==> src/rtl/phase_cfo_avg.sv <==
// phase_cfo_avg: CFO estimator back end for the OFDM receiver.
// Averages 2^WINDOW_SHIFT phase samples of the delayed autocorrelation.
// It then divides by the correlation lag (2^DELAY_SHIFT) to get the per-sample
// rotation used for CFO correction. The sync logic starts each window with `start`.
// The block produces one estimate per window.
//
// Ports:
//   clock            system clock
//   reset            asynchronous active-low reset
//   enable           clock enable; low freezes all state (output_strobe drops)
//   start            begins or restarts a window (same-cycle strobe = sample 1)
//   phase_in         signed phase, [-pi, pi) scaled by 512 (PI = 1608)
//   phase_in_strobe  phase_in valid
//   cfo_phase        signed per-sample rotation, same scaling; held between windows
//   output_strobe    one-cycle pulse when cfo_phase is updated
//   busy             high while a window is accumulating or finishing

module phase_cfo_avg #(
    parameter int WINDOW_SHIFT = 4,
    parameter int DELAY_SHIFT  = 4,
    parameter int ACC_WIDTH    = 32 + WINDOW_SHIFT
) (
    input  logic               clock,
    input  logic               reset,
    input  logic               enable,
    input  logic               start,
    input  logic signed [31:0] phase_in,
    input  logic               phase_in_strobe,
    output logic signed [31:0] cfo_phase,
    output logic               output_strobe,
    output logic               busy
);

    typedef enum logic [1:0] {IDLE, ACCUM, FINISH, OUTPUT} state_t;

    localparam logic [WINDOW_SHIFT:0] WIN_LEN = {1'b1, {WINDOW_SHIFT{1'b0}}};
    localparam logic [WINDOW_SHIFT:0] ONE     = {{WINDOW_SHIFT{1'b0}}, 1'b1};

    state_t                      state, state_nxt;
    logic signed [ACC_WIDTH-1:0] acc, acc_nxt;
    logic signed [ACC_WIDTH-1:0] phase_ext, avg, cfo;
    logic        [WINDOW_SHIFT:0] count, count_nxt;
    logic signed [31:0]          cfo_nxt;
    logic                        strobe_nxt;

    assign phase_ext = {{(ACC_WIDTH-32){phase_in[31]}}, phase_in};

    // Both divisions are power-of-two arithmetic shifts, so they round toward -inf.
    assign avg = acc >>> WINDOW_SHIFT;
    assign cfo = avg >>> DELAY_SHIFT;

    // The strobe cycle still counts as busy, so busy drops one cycle after it.
    assign busy = (state != IDLE) | output_strobe;

    always_comb begin
        state_nxt  = state;
        acc_nxt    = acc;
        count_nxt  = count;
        cfo_nxt    = cfo_phase;
        strobe_nxt = 1'b0;
        if (start) begin
            // A start in any state opens a fresh window and drops the old one.
            state_nxt = ACCUM;
            acc_nxt   = phase_in_strobe ? phase_ext : '0;
            count_nxt = phase_in_strobe ? ONE : '0;
        end else begin
            case (state)
                IDLE: ;
                ACCUM: begin
                    if (phase_in_strobe) begin
                        acc_nxt   = acc + phase_ext;
                        count_nxt = count + ONE;
                        if (count_nxt == WIN_LEN) state_nxt = FINISH;
                    end
                end
                FINISH: begin
                    cfo_nxt   = cfo[31:0];
                    state_nxt = OUTPUT;
                end
                OUTPUT: begin
                    // The strobe is issued on the edge that leaves OUTPUT. If enable is
                    // low while in OUTPUT, the pulse waits rather than being lost.
                    strobe_nxt = 1'b1;
                    state_nxt  = IDLE;
                end
                default: state_nxt = IDLE;
            endcase
        end
    end

    always_ff @(posedge clock or negedge reset) begin
        if (!reset) begin
            state         <= IDLE;
            acc           <= '0;
            count         <= '0;
            cfo_phase     <= '0;
            output_strobe <= 1'b0;
        end else if (enable) begin
            state         <= state_nxt;
            acc           <= acc_nxt;
            count         <= count_nxt;
            cfo_phase     <= cfo_nxt;
            output_strobe <= strobe_nxt;
        end else begin
            output_strobe <= 1'b0;
        end
    end

endmodule
==> config.mk <==
export PLATFORM = sky130hd
export DESIGN_NAME = phase_cfo_avg
export DESIGN_NICKNAME = d
export VERILOG_FILES = /design/src/rtl/phase_cfo_avg.sv
export SDC_FILE = /design/constraint.sdc
export NUM_CORES = 1
export LEC_CHECK = 0
export CORE_MARGIN = 5
export CORE_UTILIZATION = 40
export DETAILED_ROUTE_END_ITERATION = 6
export PLACE_DENSITY = 0.69
export SYNTH_ARGS = -nofsm -noshare
export SYNTH_HDL_FRONTEND = slang
export SYNTH_SLANG_ARGS = --single-unit
export TNS_END_PERCENT = 10
==> constraint.sdc <==
create_clock -name clock -period 2.77 [get_ports clock]
set_clock_uncertainty 0.1 [all_clocks]
set_input_delay 0.554 -clock clock [delete_from_list [all_inputs] [get_ports clock]]
set_output_delay 0.554 -clock clock [all_outputs]
set_load 0.02 [all_outputs]
== Yosys cells after proc, flatten, opt, wreduce, memory -nomap -nowiden ==
Index checks and enable logic that the tools add are counted.

* Eq/ne operators: 6
* $add $sub $neg: 2
* Reduce and logical (&&, ||, !) cells: 7
* Bitwise gates (word level): 2
* Multiplexer cells: 15

{| class="wikitable"
|+ Operators by type and width
! kind !! count
|-
| 36-bit two-way mux || 4
|-
| 36-bit by 32-bit adder with 36-bit output || 1
|-
| 5-bit two-way mux || 3
|-
| 2-bit two-way mux || 3
|-
| 3-bit inequality test, second input constant || 2
|-
| 2-bit case mux with 3 select lines || 1
|-
| 3-bit AND reduction || 2
|-
| 2-bit nonzero test || 3
|-
| 5-bit by 1-bit adder with 5-bit output, second input constant || 1
|-
| 5-bit == test, second input constant || 1
|-
| 2-bit == test, second input constant || 2
|-
| 1-bit two-way mux || 4
|-
| 4-bit AND reduction || 1
|-
| 4-bit nonzero test || 1
|-
| 2-bit by 1-bit == test with 1-bit output, second input constant || 1
|-
| 1-bit inverter || 1
|-
| 1-bit OR || 1
|}

* Bits of input ports: 37
* Register bits after elaboration: 72
* Logic and storage cells: 37
* Output and inout bits: 34

== Depth between registers and ports, before layout ==
Gate-level depths: netlist of run 1.

* Word-level depth: 6
* Depth in mapped cells: 12
* Mapped depth without buffers: 12

== Least setup slack after synthesis of run 1 ==
No wires, ideal clock.

* Kind: in2reg
* Start: input port phase_in[0]
* End: register acc[34]
* Path slack: -0.175 ns
* Buffers on the path: 0
* Stages: 12
* Setup time: 0.123 ns
* Required time: 2.547 ns
* Arrival: 2.723 ns
* Cell sequence: ha_1 inv_1 fa_1 and2b_2 o211ai_1 a31oi_1 o21bai_1 a2111o_1 a21oi_1 o21ai_0 xnor2_1 o221a_2

* Longest elaborated chain between the ends: 4

{| class="wikitable"
|+ Ends and longest elaborated chain
! item !! RTL line !! text
|-
| start, declared || 27 || <nowiki>input logic signed [31:0] phase_in,</nowiki>
|-
| 36-bit by 32-bit adder with 36-bit output || 71 || <nowiki>acc_nxt = acc + phase_ext;</nowiki>
|-
| 36-bit two-way mux || 70 || <nowiki>if (phase_in_strobe) begin</nowiki>
|-
| 36-bit two-way mux || 67 || <nowiki>case (state)</nowiki>
|-
| 36-bit two-way mux || 61 || <nowiki>if (start) begin</nowiki>
|-
| end signal, assigned || 100 || <nowiki>acc <= acc_nxt;</nowiki>
|-
| end, declared || 40 || <nowiki>logic signed [ACC_WIDTH-1:0] acc, acc_nxt;</nowiki>
|}

Every way passes these cells. The select of a mux whose other input is x is not followed.
A chain may end at the register's enable or synchronous reset.

== Worst setup path after layout of run 1 ==
* Start: input port phase_in[10]
* End: register acc[23]

The elaborated chain is that of the path after synthesis.

==> impl_metrics.yaml, run 1 <==
timing:
  period_minus_slack_ns: 2.81
  fin_crit_sh_pct: 102
  holdWs_ns: 0.0703
  finalHoldViolCount: 0
  max_freq_ghz: 0.355
  setup_violations: 6
  setup_tns_ns: -0.157
  relSlewSlack_pct: 41.8
  drv_slew: 0
  grt_setup_unrepaired: "yes"
  finalWorstSetupSlack_ns: -0.0448
  tightest_slew_ns: 0.873
yosys:
  ys_ff_latch: 72
  yosysSeqAreaShare_pct: 37.1
  synth_cell_types: 63
  syn_nets: 583
  yosysWarningCount: 0
  syn-cell-area_um2: 4860
  synthArstFlopShare_pct: 100
  synth_cells: 509
  synth_edf_count: 0
  ys.flop_type: "dfrtp_1"
  avgSynthCellArea_um2: 9.54
clocking:
  clockRootBuffer: "clkbuf_16"
  clk_latency_ns: 0.34
  clkSinkCount: 72
  cts_tree: "done"
  clk_path_buf_depth: 2
  htree_levels: 3
  numCtsBuffers: 9
  hold_buffers: 0
  clk_pin_slew_ns: 0.06
global_route:
  grt_pass1_wl_um: 22600
  overflow: 0
  grt_antenna_before_repair: 0
  grt_pass1_vias: 4531
  met2_usage_pct: 32.6
  grt_use_met1_pct: 24.7
  use_met3_pct: 4.58
  groute.usage.overall_pct: 19.3
  grt_max_degree: 34
  busiest_layer: "met2"
floorplanning:
  start_util_pct: 40.6
  coreArea_um2: 12000
  fp-row-count: 40
  io_pins: 71
  fp.dieArea_um2: 14400
  die_y_um: 120
  die_w_um: 120
critical_path:
  criticalPathCategory: "in2reg"
  end_kind: "flop"
  crit_top_cell: "o21ai_0"
  cp_data_arrival_time_ns: 2.93
  max_stage_delay_ns: 0.45
  reg2reg_depth: 12
  cp.required_ns: 2.89
  cp-start-kind: "primary input"
  reg2reg_from: "acc[0]"
  cp_max_fo: 4
  critPathSlowestCell: "clkdlybuf4s50_1"
  path_cells: "clkdlybuf4s50_1 -> ha_1 -> or2_2 -> o22ai_1 -> nand4b_1 -> nand3b_4 -> a41oi_4 -> buf_4 -> o21ai_0 -> xor2_1 -> a22oi_1 -> o21ai_0"
  r2r-end: "acc[30]"
  r2r_slack_ns: -0.04
routing:
  drc: 0
  first_iter_violations: 237
  ant_nets: 0
  drt-total-wl_um: 13700
  dr.pass1.iters: 5
  via_per_inst: 5.61
  vias: 4513
  wl_per_cell_um: 17.0
cells_and_area:
  multi_input_area_um2: 3100
  final_layout_size_suffix_gt1_share_pct: 27.8
  nets: 727
  fin_area_um2: 6890
  n_antenna_cell: 0
  area_delta_synth_final_pct: 41.8
  n_fill_cell: 1036
  ff_latch_area_um2: 1800
power:
  leakagePower_nw: 3.12
  p_per_area_nw_per_um2: 1080
  peakVddDrop_mv: 0.563
place:
  dp_hpwl_um: 10100
  place_area_um2: 6280
  place.gp.congestion: 0.893
  numPortBuffers: 70
outcome:
  status: "finished, violations left"
  violations: "negative setup slack"
flow_run:
  maxCapViolCount: 0
hold_path:
  min_path_type: "in2async"
stage by stage:
step	setup WS, ns	util (%)	cells	power [mW]
after floorplan	-0.0127	-	509	4.22
after global placement	-0.744	52.5	782	5.71
after detailed placement	-0.852	52.5	782	5.83
after CTS	-0.139	55.9	802	7.25
after global routing	-0.204	57.6	805	7.94
final	-0.0448	57.6	805	7.41
where the power goes:
group          total [mW]  internal (mW)  switching [mW]
Clock                1.26          0.808           0.455
Combinational        4.29           2.23            2.05
Sequential           1.86           1.49           0.366
worst max path at each step:
stage / slack (ns) / start / endpoint / cells past startpoint
2_1_floorplan: -0.01 / phase_in[0] / acc[34] / 12
3_3_place_gp: -0.74 / phase_in[0] / acc[28] / 13
3_5_place_dp: -0.85 / phase_in[0] / acc[28] / 13
4_1_cts: -0.14 / acc[0] / acc[30] / 12
6_report: -0.04 / phase_in[10] / acc[23] / 12
5_1_grt: -0.20 / acc[0] / acc[30] / 12
registers in the layout (all words and copies together), names as in the netlist:
| register | cells |
|---|---|
| acc | 36 |
| cfo_phase | 28 |
| count | 5 |
| state | 2 |
| output_strobe | 1 |
cell families (layout without fill, tap and decap cells):
kind of cell / count (synthesis) / count (layout) / share of synthesized area (%)
AOI/OAI and AO/OA: 180 / 180 / 24.1
xor gates and xnor gates: 32 / 32 / 5.77
adders and majority gates: 37 / 37 / 9.69
buffers and inverters: 39 / 188 / 4.12
DFF: 72 / 72 / 37.1
muxes: 28 / 28 / 6.49
and+or+nand+nor: 121 / 121 / 12.7
layer usage:
metal / wire length, µm / part of all wire (%)
met5: 0 / 0
met4: 165 / 1.2
met3: 700 / 5.1
met2: 6720 / 49
met1: 6110 / 45
critical path, delay by kind of cell:
family / cells / cell delay (ns)
compound gates: 5 / 0.73
xor+xnor: 1 / 0.17
simple gates: 3 / 0.60
fa+ha+maj: 1 / 0.24
buf+inv: 2 / 0.62
final cells by class:
type                            count  share of cell area, %
Clock buffer                       10                   3.47
Clock inverter                      6                   1.20
Inverter                            8                  0.436
Multi-Input combinational cell    398                   45.0
Sequential cell                    72                   26.2
Tap cell                          147                   2.67
Timing Repair Buffer              164                   21.0
cells in the final DEF (no fill, tap or decap), types with 7 or more instances in the layout:
master | Yosys | layout
and3_1 | 7 | 7
dlymetal6s2s_1 | 0 | 10
mux2_2 | 28 | 28
nand2_1 | 48 | 48
nand3_1 | 8 | 8
clkdlybuf4s50_1 | 0 | 56
buf_4 | 7 | 91
a22oi_1 | 21 | 21
ha_1 | 36 | 23
o21ai_0 | 48 | 39
ha_4 | 0 | 12
a21oi_1 | 46 | 41
nor2_1 | 18 | 17
clkbuf_16 | 0 | 9
xnor2_1 | 15 | 15
nand4_1 | 8 | 8
inv_1 | 8 | 7
xor2_1 | 17 | 17
o21ai_1 | 1 | 8
a21o_1 | 16 | 16
dfrtp_1 | 72 | 72
synth_stat cells (8+ instances only):
cell | count | share of area [%]
a21oi_1 | 46 | 4.7
nand2_1 | 48 | 3.7
mux2_2 | 28 | 6.5
nand3_1 | 8 | 0.82
o21ai_0 | 48 | 4.9
a22oi_1 | 21 | 3.2
nand4_1 | 8 | 1.0
clkbuf_1 | 15 | 1.2
inv_1 | 8 | 0.62
dfrtp_1 | 72 | 37
nor2_1 | 18 | 1.4
a21o_1 | 16 | 2.5
xor2_1 | 17 | 3.1
xnor2_1 | 15 | 2.7
ha_1 | 36 | 9.3
timing repair:
item,4_1_cts,5_1_grt
setup endpoints to repair,18,21
buffers inserted,4,3
gates resized for setup,18,36
cloned,0,0
hold endpoints to repair,0,0
pin swaps,22,17
(Power assumes the default switching activity.)
==> run 2: changes to the inputs <==
--- a/config.mk
+++ b/config.mk
@@ -9,6 +9,7 @@
 export CORE_UTILIZATION = 40
 export DETAILED_ROUTE_END_ITERATION = 6
 export PLACE_DENSITY = 0.69
+export SETUP_SLACK_MARGIN = 0.05
 export SYNTH_ARGS = -nofsm -noshare
 export SYNTH_HDL_FRONTEND = slang
 export SYNTH_SLANG_ARGS = --single-unit
==> impl_metrics.yaml, run 2 (synthesis results as in run 1) <==
timing:
  max_freq_ghz: 0.350
  setup_violations: 7
  tightest_slew_ns: 0.775
  period_minus_slack_ns: 2.86
  grt_setup_unrepaired: "yes"
  setup_tns_ns: -0.265
  relSlewSlack_pct: 48.4
  fin_crit_sh_pct: 103
  finalWorstSetupSlack_ns: -0.0853
  finalHoldViolCount: 0
  drv_slew: 0
  holdWs_ns: 0.0670
place:
  place.gp.congestion: 0.893
  place_ws_ns: -0.852
  dp_hpwl_um: 10100
  place_area_um2: 6280
  place_inst: 782
  numPortBuffers: 70
cells_and_area:
  largest_reg_flops: 36
  fin_util_pct: 56.4
  multi_input_area_um2: 3000
  final_layout_size_suffix_gt1_share_pct: 26.2
  final_cell_mix: "90 x buf_4, 72 x dfrtp_1, 62 x clkdlybuf4s50_1, 48 x nand2_1"
  nets: 725
  fin_area_um2: 6740
  n_fill_cell: 1055
  reg_top3: "acc x36, cfo_phase x28, count x5"
  finalNonFillerCells: 803
  ff_latch_area_um2: 1800
  largest-register: "acc"
  n_antenna_cell: 0
  final_common_cell: "buf_4"
  area_delta_synth_final_pct: 38.8
global_route:
  grt_pass1_wl_um: 22700
  grt_max_degree: 34
  grt_antenna_before_repair: 0
  groute.usage.overall_pct: 19.4
  grt_pass1_vias: 4542
  overflow: 0
critical_path:
  r2r_slack_ns: -0.04
  cp-start-kind: "primary input"
  cp_data_arrival_time_ns: 3.02
  cp.required_ns: 2.94
  end_kind: "flop"
  criticalPathCategory: "in2reg"
  cp_max_fo: 5
power:
  power_frac_comb_pct: 57.4
  peakVddDrop_mv: 0.563
  leakagePower_nw: 3.03
  p_sw_mw: 2.82
  swShare_pct: 38.7
  p_int_mw: 4.46
  p_clk_share_pct: 17.3
  finalPower_mw: 7.28
  sequentialPowerShare_pct: 25.3
  p_per_area_nw_per_um2: 1080
clocking:
  clkSinkCount: 72
  clk_pin_slew_ns: 0.06
  clk_path_buf_depth: 2
  htree_levels: 3
  clk_latency_ns: 0.34
  numCtsBuffers: 9
  hold_buffers: 0
  cts_tree: "done"
  clockRootBuffer: "clkbuf_16"
routing:
  first_iter_violations: 268
  via_per_inst: 5.52
  wl_per_cell_um: 16.7
  vias: 4435
  ant_nets: 0
  dr.pass1.iters: 4
  drc: 0
  drt-total-wl_um: 13400
hold_path:
  min_path_type: "in2async"
floorplanning:
  io_pins: 71
  fp.dieArea_um2: 14400
  die_w_um: 120
  die_y_um: 120
  coreArea_um2: 12000
  fp-row-count: 40
  start_util_pct: 40.6
outcome:
  violations: "negative setup slack"
  status: "finished, violations left"
flow_run:
  maxCapViolCount: 0
==> run 2: what timing repair did <==
action | in CTS | in global routing
pin swaps | 25 | 6
setup buffers | 4 | 1
hold endpoints to repair | 0 | 0
endpoints found under the setup margin | 19 | 21
resized for setup | 25 | 9
==> run 2: worst paths after layout <==
path / from / endpoint / cells after the start
max: phase_in[9] / acc[33] / 11
min: reset / cfo_phase[0] / 1
max reg2reg: acc[0] / acc[30] / 12
min reg2reg: acc[5] / acc[5] / 2
max in group asynchronous: reset / acc[29] / 2
min in group clock: acc[5] / acc[5] / 2
==> run 2: power by group through the flow <==
stage / sequential (mW) / clock (mW) / combinational (mW)
after floorplan: 1.98 / 0 / 2.24
after global placement: 1.82 / 0 / 3.90
after detailed placement: 1.84 / 0 / 4.00
after CTS: 1.84 / 1.29 / 4.14
after global routing: 1.91 / 1.33 / 4.57
final: 1.84 / 1.26 / 4.18
==> run 2: worst max-delay path, cell delays in order <==
cell and delay (ns):
clkdlybuf4s50_1 0.44, ha_1 0.32, and4_4 0.25, nand3_1 0.07
a31oi_1 0.17, nand3b_4 0.18, a41oi_4 0.16, o31ai_4 0.36
a41oi_1 0.20, xor2_1 0.17, a21oi_1 0.14
==> run 2: per-layer routing <==
metal	global-route usage (%)	vias up	part of all wire [%]
li1	-	2169	-
met1	24.7	2146	45
met2	32.7	100	49
met3	4.58	20	5.2
met4	5.87	0	1.4
met5	0	-	0
==> run 2: area by class of cell <==
cell class	count	area share (%)
Clock buffer	10	3.54
Timing Repair Buffer	162	20.8
Tap cell	147	2.73
Sequential cell	72	26.7
Inverter	8	0.445
Clock inverter	6	1.22
Multi-Input combinational cell	398	44.5
